### src/rtl/serial_adder.sv
// serial_adder
//   Bit-serial adder: adds two WIDTH-bit operands plus a carry-in, one bit
//   per clock, through a single full-adder cell and a carry flop. A
//   start/busy/done handshake frames each operation. After an operation is
//   accepted, busy stays high for exactly WIDTH cycles. Then done pulses for
//   one cycle. A start seen in the DONE cycle launches the next operation
//   with no idle gap.
//
// Ports
//   clk    in   1      clock, rising edge
//   rst    in   1      asynchronous active-high reset
//   start  in   1      request, sampled when not busy
//   a      in   WIDTH  operand A, captured on accepted start
//   b      in   WIDTH  operand B, captured on accepted start
//   cin    in   1      carry-in, captured on accepted start
//   busy   out  1      addition in progress
//   done   out  1      one-cycle pulse; sum/cout valid from this cycle
//   sum    out  WIDTH  result; bits enter at the MSB and move toward the LSB
//   cout   out  1      final carry-out
//
// All outputs come straight from flops.

module serial_adder #(
  parameter int WIDTH = 8
) (
  input  logic             clk,
  input  logic             rst,
  input  logic             start,
  input  logic [WIDTH-1:0] a,
  input  logic [WIDTH-1:0] b,
  input  logic             cin,
  output logic             busy,
  output logic             done,
  output logic [WIDTH-1:0] sum,
  output logic             cout
);

  localparam int CW = $clog2(WIDTH + 1);
  localparam logic [CW-1:0] LAST_BIT = CW'(WIDTH - 1);

  typedef enum logic [1:0] {
    S_IDLE = 2'd0,
    S_RUN  = 2'd1,
    S_DONE = 2'd2
  } state_t;

  state_t           state_q, state_d;
  logic [WIDTH-1:0] a_q, a_d;
  logic [WIDTH-1:0] b_q, b_d;
  logic             carry_q, carry_d;
  logic [CW-1:0]    cnt_q, cnt_d;
  logic [WIDTH-1:0] sum_q, sum_d;
  logic             cout_q, cout_d;
  logic             busy_q, busy_d;
  logic             done_q, done_d;

  // The single full-adder cell works on the current LSBs and the carry flop.
  logic s_bit;
  logic c_next;
  assign s_bit  = a_q[0] ^ b_q[0] ^ carry_q;
  assign c_next = (a_q[0] & b_q[0]) | (a_q[0] & carry_q) | (b_q[0] & carry_q);

  // The new sum bit enters at the MSB. After WIDTH shifts, bit 0 of the
  // result has reached the LSB. A one-bit result register has nothing to
  // shift, so WIDTH=1 needs its own case.
  logic [WIDTH-1:0] sum_shift;
  generate
    if (WIDTH == 1) begin : g_w1
      assign sum_shift = s_bit;
    end else begin : g_wn
      assign sum_shift = {s_bit, sum_q[WIDTH-1:1]};
    end
  endgenerate

  always_comb begin
    state_d = state_q;
    a_d     = a_q;
    b_d     = b_q;
    carry_d = carry_q;
    cnt_d   = cnt_q;
    sum_d   = sum_q;
    cout_d  = cout_q;

    case (state_q)
      S_IDLE: begin
        if (start) begin
          a_d     = a;
          b_d     = b;
          carry_d = cin;
          cnt_d   = '0;
          state_d = S_RUN;
        end
      end
      S_RUN: begin
        a_d     = a_q >> 1;
        b_d     = b_q >> 1;
        carry_d = c_next;
        sum_d   = sum_shift;
        cnt_d   = cnt_q + CW'(1);
        if (cnt_q == LAST_BIT) begin
          cout_d  = c_next;
          state_d = S_DONE;
        end
      end
      S_DONE: begin
        // A start in this cycle begins the next operation with no gap.
        if (start) begin
          a_d     = a;
          b_d     = b;
          carry_d = cin;
          cnt_d   = '0;
          state_d = S_RUN;
        end else begin
          state_d = S_IDLE;
        end
      end
      default: state_d = S_IDLE;
    endcase

    // Register busy/done from the next state so that both are flop outputs.
    busy_d = (state_d == S_RUN);
    done_d = (state_d == S_DONE);
  end

  always_ff @(posedge clk or posedge rst) begin
    if (rst) begin
      state_q <= S_IDLE;
      a_q     <= '0;
      b_q     <= '0;
      carry_q <= 1'b0;
      cnt_q   <= '0;
      sum_q   <= '0;
      cout_q  <= 1'b0;
      busy_q  <= 1'b0;
      done_q  <= 1'b0;
    end else begin
      state_q <= state_d;
      a_q     <= a_d;
      b_q     <= b_d;
      carry_q <= carry_d;
      cnt_q   <= cnt_d;
      sum_q   <= sum_d;
      cout_q  <= cout_d;
      busy_q  <= busy_d;
      done_q  <= done_d;
    end
  end

  assign busy = busy_q;
  assign done = done_q;
  assign sum  = sum_q;
  assign cout = cout_q;

endmodule

### config.mk
export PLATFORM = sky130hd
export DESIGN_NAME = serial_adder
export DESIGN_NICKNAME = d
export VERILOG_FILES = /design/src/rtl/serial_adder.sv
export SDC_FILE = /design/constraint.sdc
export NUM_CORES = 1
export LEC_CHECK = 0
export CORE_MARGIN = 5
export CORE_UTILIZATION = 55
export CTS_BUF_LIST = sky130_fd_sc_hd__clkbuf_4
export CTS_CLUSTER_DIAMETER = 50
export DETAILED_ROUTE_END_ITERATION = 8
export PLACE_DENSITY = 0.85
export SLEW_MARGIN = 20
export SYNTH_ARGS = -nofsm -noshare
export SYNTH_HDL_FRONTEND = slang
export SYNTH_SLANG_ARGS = --single-unit
### constraint.sdc
create_clock -name clk -period 2 [get_ports clk]
set_input_delay 0.2 -clock clk [delete_from_list [all_inputs] [get_ports clk]]
set_output_delay 0.2 -clock clk [all_outputs]
set_load 0.05 [all_outputs]
# == Word-level counts from Yosys, hierarchy flattened ==
# Index checks and enable logic that the tools add are counted.
# totals
regBits,34
inputBits,20
word_cells,40
# op_classes
add_sub_neg,1
n_eq_ne,6
n_mux,12
bitwise,7
reduce_logical,5
# op_table
operator,n
case mux 8 bit (2 select lines),2
two-way mux 8 bit,2
case mux 4 bit (2 select lines),1
case mux 2 bit (3 select lines),1
"adder 4 x 1 -> 4 bit, second input constant",1
"equality test 2 x 1 -> 1 bit, second input constant",2
"equality test 2 bit, second input constant",2
"equality test 4 x 3 -> 1 bit, second input constant",1
two-way mux 2 bit,2
two-way mux 4 bit,1
AND reduction 2 bit,2
AND 1 bit,3
logical NOT 2 bit,1
two-way mux 1 bit,2
"inequality test 2 x 1 -> 1 bit, second input constant",1
bitwise OR 1 bit,2
case mux 1 bit (2 select lines),1
nonzero test 2 bit,1
OR reduction 2 bit,1
bitwise XOR 1 bit,2

# == Longest topological paths before layout ==
# Gate-level depths: netlist of run 1.
# depth
ltp_word,4
depth_mapped,5

# == Worst setup path before layout of run 1 ==
# No wires, ideal clock.
# synth_timing
path_kind,flip-flop to flip-flop
start,register cnt_q[0]
end,register cout_q (netlist: cout)
setup_time_ps,128
t_arrival_ps,1134
required_ps,1872
path_slack_ps,738
stages_incl_launch_ff,5
n_path_buf,0
cell_sequence,dfrtp_1 ha_1 nand3b_1 nor3_2 mux2_1
# synth_via
elab_chain_len,2
# synth_rtl
element,line_no,text
from (decl),51,"logic [CW-1:0] cnt_q, cnt_d;"
from (signal assigned),141,cnt_q <= cnt_d;
equality test 4 x 3 -> 1 bit,100,if (cnt_q == LAST_BIT) begin
AND reduction 2 bit (no source line),--,
to (signal assigned),143,cout_q <= cout_d;
to (decl),53,"logic cout_q, cout_d;"
# Every way passes these cells.
# A chain may end at the register's enable or synchronous reset.

# == Worst setup path in the final report of run 1 ==
# layout_timing
start,register sum_q[1] (netlist: sum[1])
end,output port sum[1]
# layout_rtl
element,line_no,text
from (decl),52,"logic [WIDTH-1:0] sum_q, sum_d;"
from (signal assigned),142,sum_q <= sum_d;
to (decl),34,"output logic [WIDTH-1:0] sum,"
# No word-level cell between the ends.

==> impl.org, run 1 <==
** Yosys
- Synthesized Nets :: 145
- Total standard cell area after synthesis :: 1540 µm²
- Seq/Total Area, Yosys :: 55.24%
- After synthesis, the netlist uses 28 different library cells.
- During synthesis, Yosys emitted a total of 0 warnings.
- Synthesized netlist cell count :: 123
- In this run, synthesis produced a sequential element count of 34.
- The average instance in the mapped netlist occupies 12.52 µm².

** Routing
- DRT Wirelength :: 2867 µm
- After detailed routing, the number of remaining DRC violations is 0.
- Detailed-routing iteration count for the pre-antenna-repair pass :: 4
- After detailed routing, the average wire length per cell comes to 15.01 µm.
- DRC marker count from the first detailed-route iteration :: 11
- After detailed routing, the number of vias per cell comes to 5.597.
- The routed layout has 1069 vias.
- Count of nets left with antenna violations after detail routing :: 0

** Place
- The count of buffers added on input and output ports is 30.
- Placer Congestion :: 0.7076
- Half-perimeter wire length of the detailed placement result :: 2143 µm

** Flow run
- Maximum capacitance violations :: 0

** GRT
- The first global-routing pass estimated 5257 µm of wire.
- Number of antenna violations at the first check in global routing :: 0
- The number of global-route vias before repair came to 1196.
- Across every metal layer, demand over resource in global routing totals 16.73%.
- Global routing finished with a remaining overflow of 0.
- Entering global routing, the biggest net connects 35 pins.

** Clock network
- The clock passes through at most 2 buffers.
- Number of CTS-inserted buffers :: 5
- Hold buffer count at cts :: 0
- Clock tree synthesis found a total of 34 sinks.
- TritonCTS built the clock tree.
- Buffers added to address setup during post-CTS repair amount to 0.
- H-tree depth :: 2
- Number of gates resized after CTS :: 0
- At the later pin of the worst-skew pair, clock insertion delay measures 0.33 ns.
- CTS root buffer :: clkbuf_4
- Clock-pin slew was measured on the worst setup and hold paths at 0.11 ns.

** Finish
- Leaving out fill and tap cells, the most frequent cell in the layout is dfrtp_1.
- Most frequent cells in the layout :: dfrtp_1, clkdlybuf4s50_1, nor3_1, mux2i_1, a21oi_2
- The number of antenna diodes in the final layout is 0.
- In the final layout, the share of cells above drive strength 1 is 24.38%.
- Post-layout net count :: 181
- Synthesis-to-finish area growth :: 25.83%
- At the end of the flow the core is filled with cells to 71.51%.

** Critical path
- Worst r2r dst :: cout
- The setup check on the worst reg-to-reg path leaves a slack of 0.51 ns.
- Category of cells accounting for the largest share of critical-path delay :: buffers and inverters
- R2R Path Start :: cnt_q[0]
- Element type at the critical path end :: output pin
- The setup path with the least slack is of type flip-flop to output pin.
- CP Cell Sequence :: clkdlybuf4s50_1
- The number of buffers and inverters on the critical path is 1.
- Counting cells, the worst reg-to-reg path comes to 4.
- Arrival time at the worst endpoint :: 1.52 ns
- Critical path fanouts, max :: 3
- Longest individual stage delay on the worst path :: 0.81 ns
- At the worst endpoint, the required time is 1.80 ns.
- The worst setup path is launched from a flip-flop.
- Among all stages on the critical path, the largest delay is contributed by clkdlybuf4s50_1.

** STA
- At the pin with the least slew margin, the transition time is 0.5017 ns.
- Subtracting the final worst setup slack from the clock period gives 1.722 ns.
- Max Clock Skew :: 0.01628 ns
- Final worst path period share :: 86.12%
- Total count of hold-check failures in the final report :: 0
- Relative slew margins :: 66.45%
- RSZ-0062 raised after global routing :: no
- Setup violation total in the final timing report :: 0
- For this run, the top clock speed supported by timing is 580.6 MHz.
- The number of pins with negative max-slew slack in the final report is 0.
- TNS Setup :: 0 ns

** Floorplan
- Overall die width :: 62.92 µm
- CORE AREA :: 2710 µm²
- The die is 62.92 µm tall.
- In this run the count of I/O pins placed on the die edge is 31.
- Total Die Area :: 3959 µm²
- Effective utilization at floorplan :: 56.83%
- Standard-cell rows :: 19

** Pwr
- Worst voltage drop across the vdd grid :: 1388 µV
- Power per cell area :: 1775 nW/µm²
- Leak :: 0.8616 nW
- The design draws 3.441 mW.

** Status
- The run finished with clean final reports.

** Worst hold path
- The min-delay analysis places its worst path in the category input port to async pin.
==> power breakdown <==
part           internal, mW  switching (mW)
clock                 0.146           0.219
sequential             1.02           0.203
combinational         0.820            1.03
total                  1.99            1.45
==> layer usage <==
layer	share of wire [%]	GRT usage [%]	wire length [µm]	vias up
li1	-	-	-	516
met1	41	19.00	1173	514
met2	51	27.69	1459	31
met3	5.9	5.755	169	8
met4	2.3	8.223	65	0
met5	0	0	0	-
==> per-stage QoR <==
step                      setup WS (ns)  cell area, µm²  hold WS [ns]  cells
after floorplan                  0.7382            1540        0.3397    123
after CTS                        0.2647            1938        0.2579    191
final                            0.2777            1938        0.2361    191
after detailed placement         0.4687            1884        0.4775    183
after global placement           0.5282            1884        0.4562    183
after global routing             0.2017            1938        0.3031    191
==> layout make-up <==
type	instances	area [µm²]
flip-flops and latches	34	850.8
fillers	214	772.0
multi-input cells	77	623.1
repair buffers	38	360.3
clock buffers	6	45.04
well taps	31	38.79
inverters	3	11.26
clock inverters	2	8.758
==> logic make-up (layout without fill, tap and decap cells) <==
kind of cell / Yosys count / after routing / synth area share [%]
fa+ha+maj: 2 / 2 / 2.112
buf+inv: 12 / 49 / 4.468
compound gates: 25 / 25 / 12.10
mux: 25 / 25 / 17.06
simple gates: 25 / 25 / 9.018
flops: 34 / 34 / 55.24
==> worst max path at each step <==
stage,start,endpoint,slack (ns),cells past startpoint
after global routing,sum[1],sum[1],0.20,1
after detailed placement,start,a_q[1],0.47,5
after global placement,start,a_q[5],0.53,5
after floorplan,cnt_q[0],cout,0.74,4
final,sum[1],sum[1],0.28,1
after CTS,sum[1],sum[1],0.26,1
==> worst min-delay path, delay by kind of cell <==
family / cells / cell delay [ns]
buffers and inverters: 3 / 0.81
==> Yosys cell counts <==
master | number | area share, %
nor3_1 | 16 | 5.2
nand3b_1 | 1 | 0.49
mux2_2 | 9 | 6.6
nor2_1 | 1 | 0.24
a22o_1 | 3 | 1.7
inv_2 | 1 | 0.24
buf_6 | 1 | 0.73
a21oi_2 | 10 | 5.7
fa_1 | 1 | 1.3
nand2_1 | 1 | 0.24
nor2b_1 | 2 | 0.81
or2_2 | 1 | 0.41
mux2i_1 | 15 | 9.7
nand4b_1 | 1 | 0.57
a31oi_1 | 2 | 0.81
nor3_2 | 1 | 0.65
dfrtp_1 | 34 | 55
o21ba_2 | 1 | 0.65
a21o_1 | 2 | 0.97
buf_2 | 4 | 1.3
or2_1 | 1 | 0.41
o21ai_0 | 1 | 0.32
ha_1 | 1 | 0.81
clkbuf_1 | 1 | 0.24
a21oi_1 | 6 | 1.9
inv_1 | 2 | 0.49
mux2_1 | 1 | 0.73
buf_4 | 3 | 1.5
==> sequential cells by signal, indices dropped and copies added, names as in the netlist <==
| register | flops |
|---|---|
| done | 1 |
| carry_q | 1 |
| cout | 1 |
| busy | 1 |
| state_q | 2 |
| sum | 8 |
| b_q | 8 |
| cnt_q | 4 |
| a_q | 8 |
Note: power is estimated with default switching activity, not from simulation.
==> run 2: changes to the inputs <==
ABC_AREA = 1   (was not set)
CAP_MARGIN = 20   (was not set)
HOLD_SLACK_MARGIN = 0.06   (was not set)
PLACE_DENSITY = 0.84   (was 0.85)
==> impl.org, run 2 <==
** GRT
- Entering global routing, the biggest net connects 35 pins.
- Global-route wire length before repair :: 5630 µm
- For this run, the total global-route usage over all layers was measured as 17.70%.
- Summed over all layers, the global routing overflow is 0.
- Number of antenna violations at the first check in global routing :: 0
- Vias in the first global route :: 1285

** Routing
- DRC marker count from the first detailed-route iteration :: 55
- Before antenna repair, the detailed router went through 4 iterations.
- The routed layout has 1261 vias.
- DRT Wirelength :: 3116 µm
- After detailed routing, the number of remaining DRC violations is 0.
- Per-cell routed wire length :: 12.93 µm
- Via-to-Cell Ratio :: 5.232
- Count of nets left with antenna violations after detail routing :: 0

** Place
- Placed inst area :: 1837 µm²
- Including well taps, the total number of placed cells is 233.
- Number of input and output port buffers inserted :: 30
- Placer Congestion :: 0.8359
- Detailed placement ended at an HPWL of 2230 µm.
- Pre-CTS setup slack :: 0.3650 ns

** Yosys
- Number of synthesized flops with an enable pin :: 0
- After synthesis, flip-flops and latches occupy 54.27% of the total area.
- Mean cell area of the mapped netlist :: 8.758 µm²
- By count the netlist is led by nand2_1, dfrtp_1, inv_1, o21ai_0, o21ai_1.
- Share of the synthesized area in the top cell type :: 54.27%
- In the post-synthesis netlist, the cell with the most instances is nand2_1.
- Number of distinct library cell variants in the gate-level netlist after synthesis :: 20
- Total standard cell area after synthesis :: 1568 µm²
- Synthesis inferred 34 register bits.
- Synth top area cells :: dfrtp_1, nand2_1, o21ai_0, inv_1, buf_6
- Yosys synthesis warning count :: 0
- Synthesized netlist cell count :: 179
- Ys async rst share :: 100.0%
- Among all flip-flop cells after synthesis, the most frequent one is dfrtp_1.
- Cell taking the most area after synthesis :: dfrtp_1
- Synthesized Nets :: 201

** STA
- The worst path needs 1.750 ns of the cycle, external delays included.
- After layout, the worst setup slack is 0.2498 ns.
- The number of hold-slack violations in the final timing report was 0.
- Setup total negative slack on the finished layout was measured at 0 ns.
- RSZ-0062 raised after global routing :: no
- The tightest hold path in the finished design has a slack of 0.2345 ns.
- Max Clock Skew :: 0.006717 ns
- The number of pins with negative max-slew slack in the final report is 0.
- Setup violation total in the final timing report :: 0
- Headroom to the max-slew limit came out at 64.94%.
- Timing would allow up to 571.4 MHz.
- For the pin with the worst max-slew slack, the measured transition is 0.5242 ns.
- Final worst path period share :: 87.51%

** Finish
- The library cells used most frequently in the layout, excluding fill and tap cells, are nand2_1, dfrtp_1, clkdlybuf4s50_1, inv_1, o21ai_0.
- At the end of the flow the core is filled with cells to 70.02%.
- Post-layout net count :: 231
- Leaving out fill and tap cells, the most frequent cell in the layout is nand2_1.
- Layout Cell Area excl Fill :: 1914 µm²
- Final cell count without fillers :: 241
- Count of antenna diodes in the layout :: 0
- In the final layout, the share of cells above drive strength 1 is 6.667%.
- Synthesis-to-finish area growth :: 22.11%

** Clock network
- After clock tree synthesis, the setup repair step added 0 buffers.
- Clock-pin slew was measured on the worst setup and hold paths at 0.10 ns.
- Clock tree synthesis inserted a total of 5 buffers.
- TritonCTS built the clock tree.
- The cell sitting at the root of the clock tree is a clkbuf_4.
- H-tree depth :: 2
- The clock reaches the later pin of the worst-skew pair after 0.34 ns.
- Maximum buffer depth of the clock tree :: 2
- The number of hold buffers added after CTS was 0.
- CTS Sinks :: 34
- Number of gates resized after CTS :: 0

** Critical path
- The critical path goes through clkdlybuf4s50_1.
- STA classifies the critical path startpoint as a flip-flop.
- Setup slack of the most critical reg-to-reg path :: 0.32 ns
- For this run, the slowest stage of the critical path takes 0.83 ns.
- Library cell contributing the largest single delay on the critical path :: clkdlybuf4s50_1
- Worst r2r dst :: a_q[0]
- Critical path fanouts, max :: 3
- Buf/Inv on CP :: 1
- Category of cells accounting for the largest share of critical-path delay :: buffers and inverters
- For the worst flop-to-flop path, the logic depth is 6.
- STA puts the critical path data required time at 1.80 ns.
- The critical path in this run is classified as flip-flop to output pin.
- Element type at the critical path end :: output pin
- R2R Path Start :: state_q[0]
- Arrival time at the worst endpoint :: 1.55 ns

** Floorplan
- Overall die width :: 63.39 µm
- I/O pin total :: 31
- Total Die Area :: 4018 µm²
- The total area inside the core boundary comes to 2734 µm².
- Standard-cell rows :: 19
- Effective utilization at floorplan :: 57.35%
- The floorplan step set the die height to 63.39 µm.

** Pwr
- The worst-case IR drop observed on VDD is 1145 µV.
- Leak :: 0.9543 nW
- For this design the ratio of total power to cell area is 1696 nW/µm².
- Total design power :: 3.246 mW

** Worst hold path
- Hold Crit Class :: input port to async pin

** Flow run
- Across the run, the number of max-cap violations was 0.

** Status
- The flow ran to the end, and the final reports show no timing, DRC or antenna violations.
-- run 2: power breakdown --
group / total [mW] / internal (mW) / switching [mW]
registers: 1.18 / 0.988 / 0.193
logic: 1.57 / 0.530 / 1.04
clock network: 0.491 / 0.259 / 0.232
-- run 2: cell families after synthesis --
group / synth area share, %
flip-flops: 54.27
AND/OR/NAND/NOR: 21.95
AO/OA/AOI/OAI: 11.73
buffers and inverters: 9.975
adder cells (fa/ha/maj): 2.075
-- run 2: area by class of cell --
type                    count  area [µm²]
inverters                  21       78.83
flip-flops and latches     34       850.8
multi-input cells         116       560.5
clock buffers               5       37.54
clock inverters             3       40.04
fillers                   224       819.5
repair buffers             31       307.8
well taps                  31       38.79
-- run 2: how the worst max path moves through the flow --
stage                          start  cells past startpoint  endpoint
after floorplan               a_q[0]                      4   carry_q
after global placement    state_q[0]                      6    b_q[0]
after detailed placement  state_q[0]                      6    a_q[0]
after CTS                     sum[1]                      1    sum[1]
after global routing      state_q[0]                      6    a_q[6]
final                         sum[1]                      1    sum[1]
-- run 2: per-layer routing --
layer | vias up | track usage, % | part of all wire (%)
met2 | 34 | 27.66 | 49
met1 | 599 | 21.33 | 42
met3 | 11 | 6.572 | 5.8
met4 | 0 | 8.831 | 3.0
li1 | 617 | - | -
met5 | - | 0 | 0
==> run 3: changes to the inputs <==
GPL_TIMING_DRIVEN = 1   (was not set)
SETUP_SLACK_MARGIN = 0.1   (was not set)
==> results of run 3 <==
The final DEF is identical to that of run 2; final timing and power are the same.
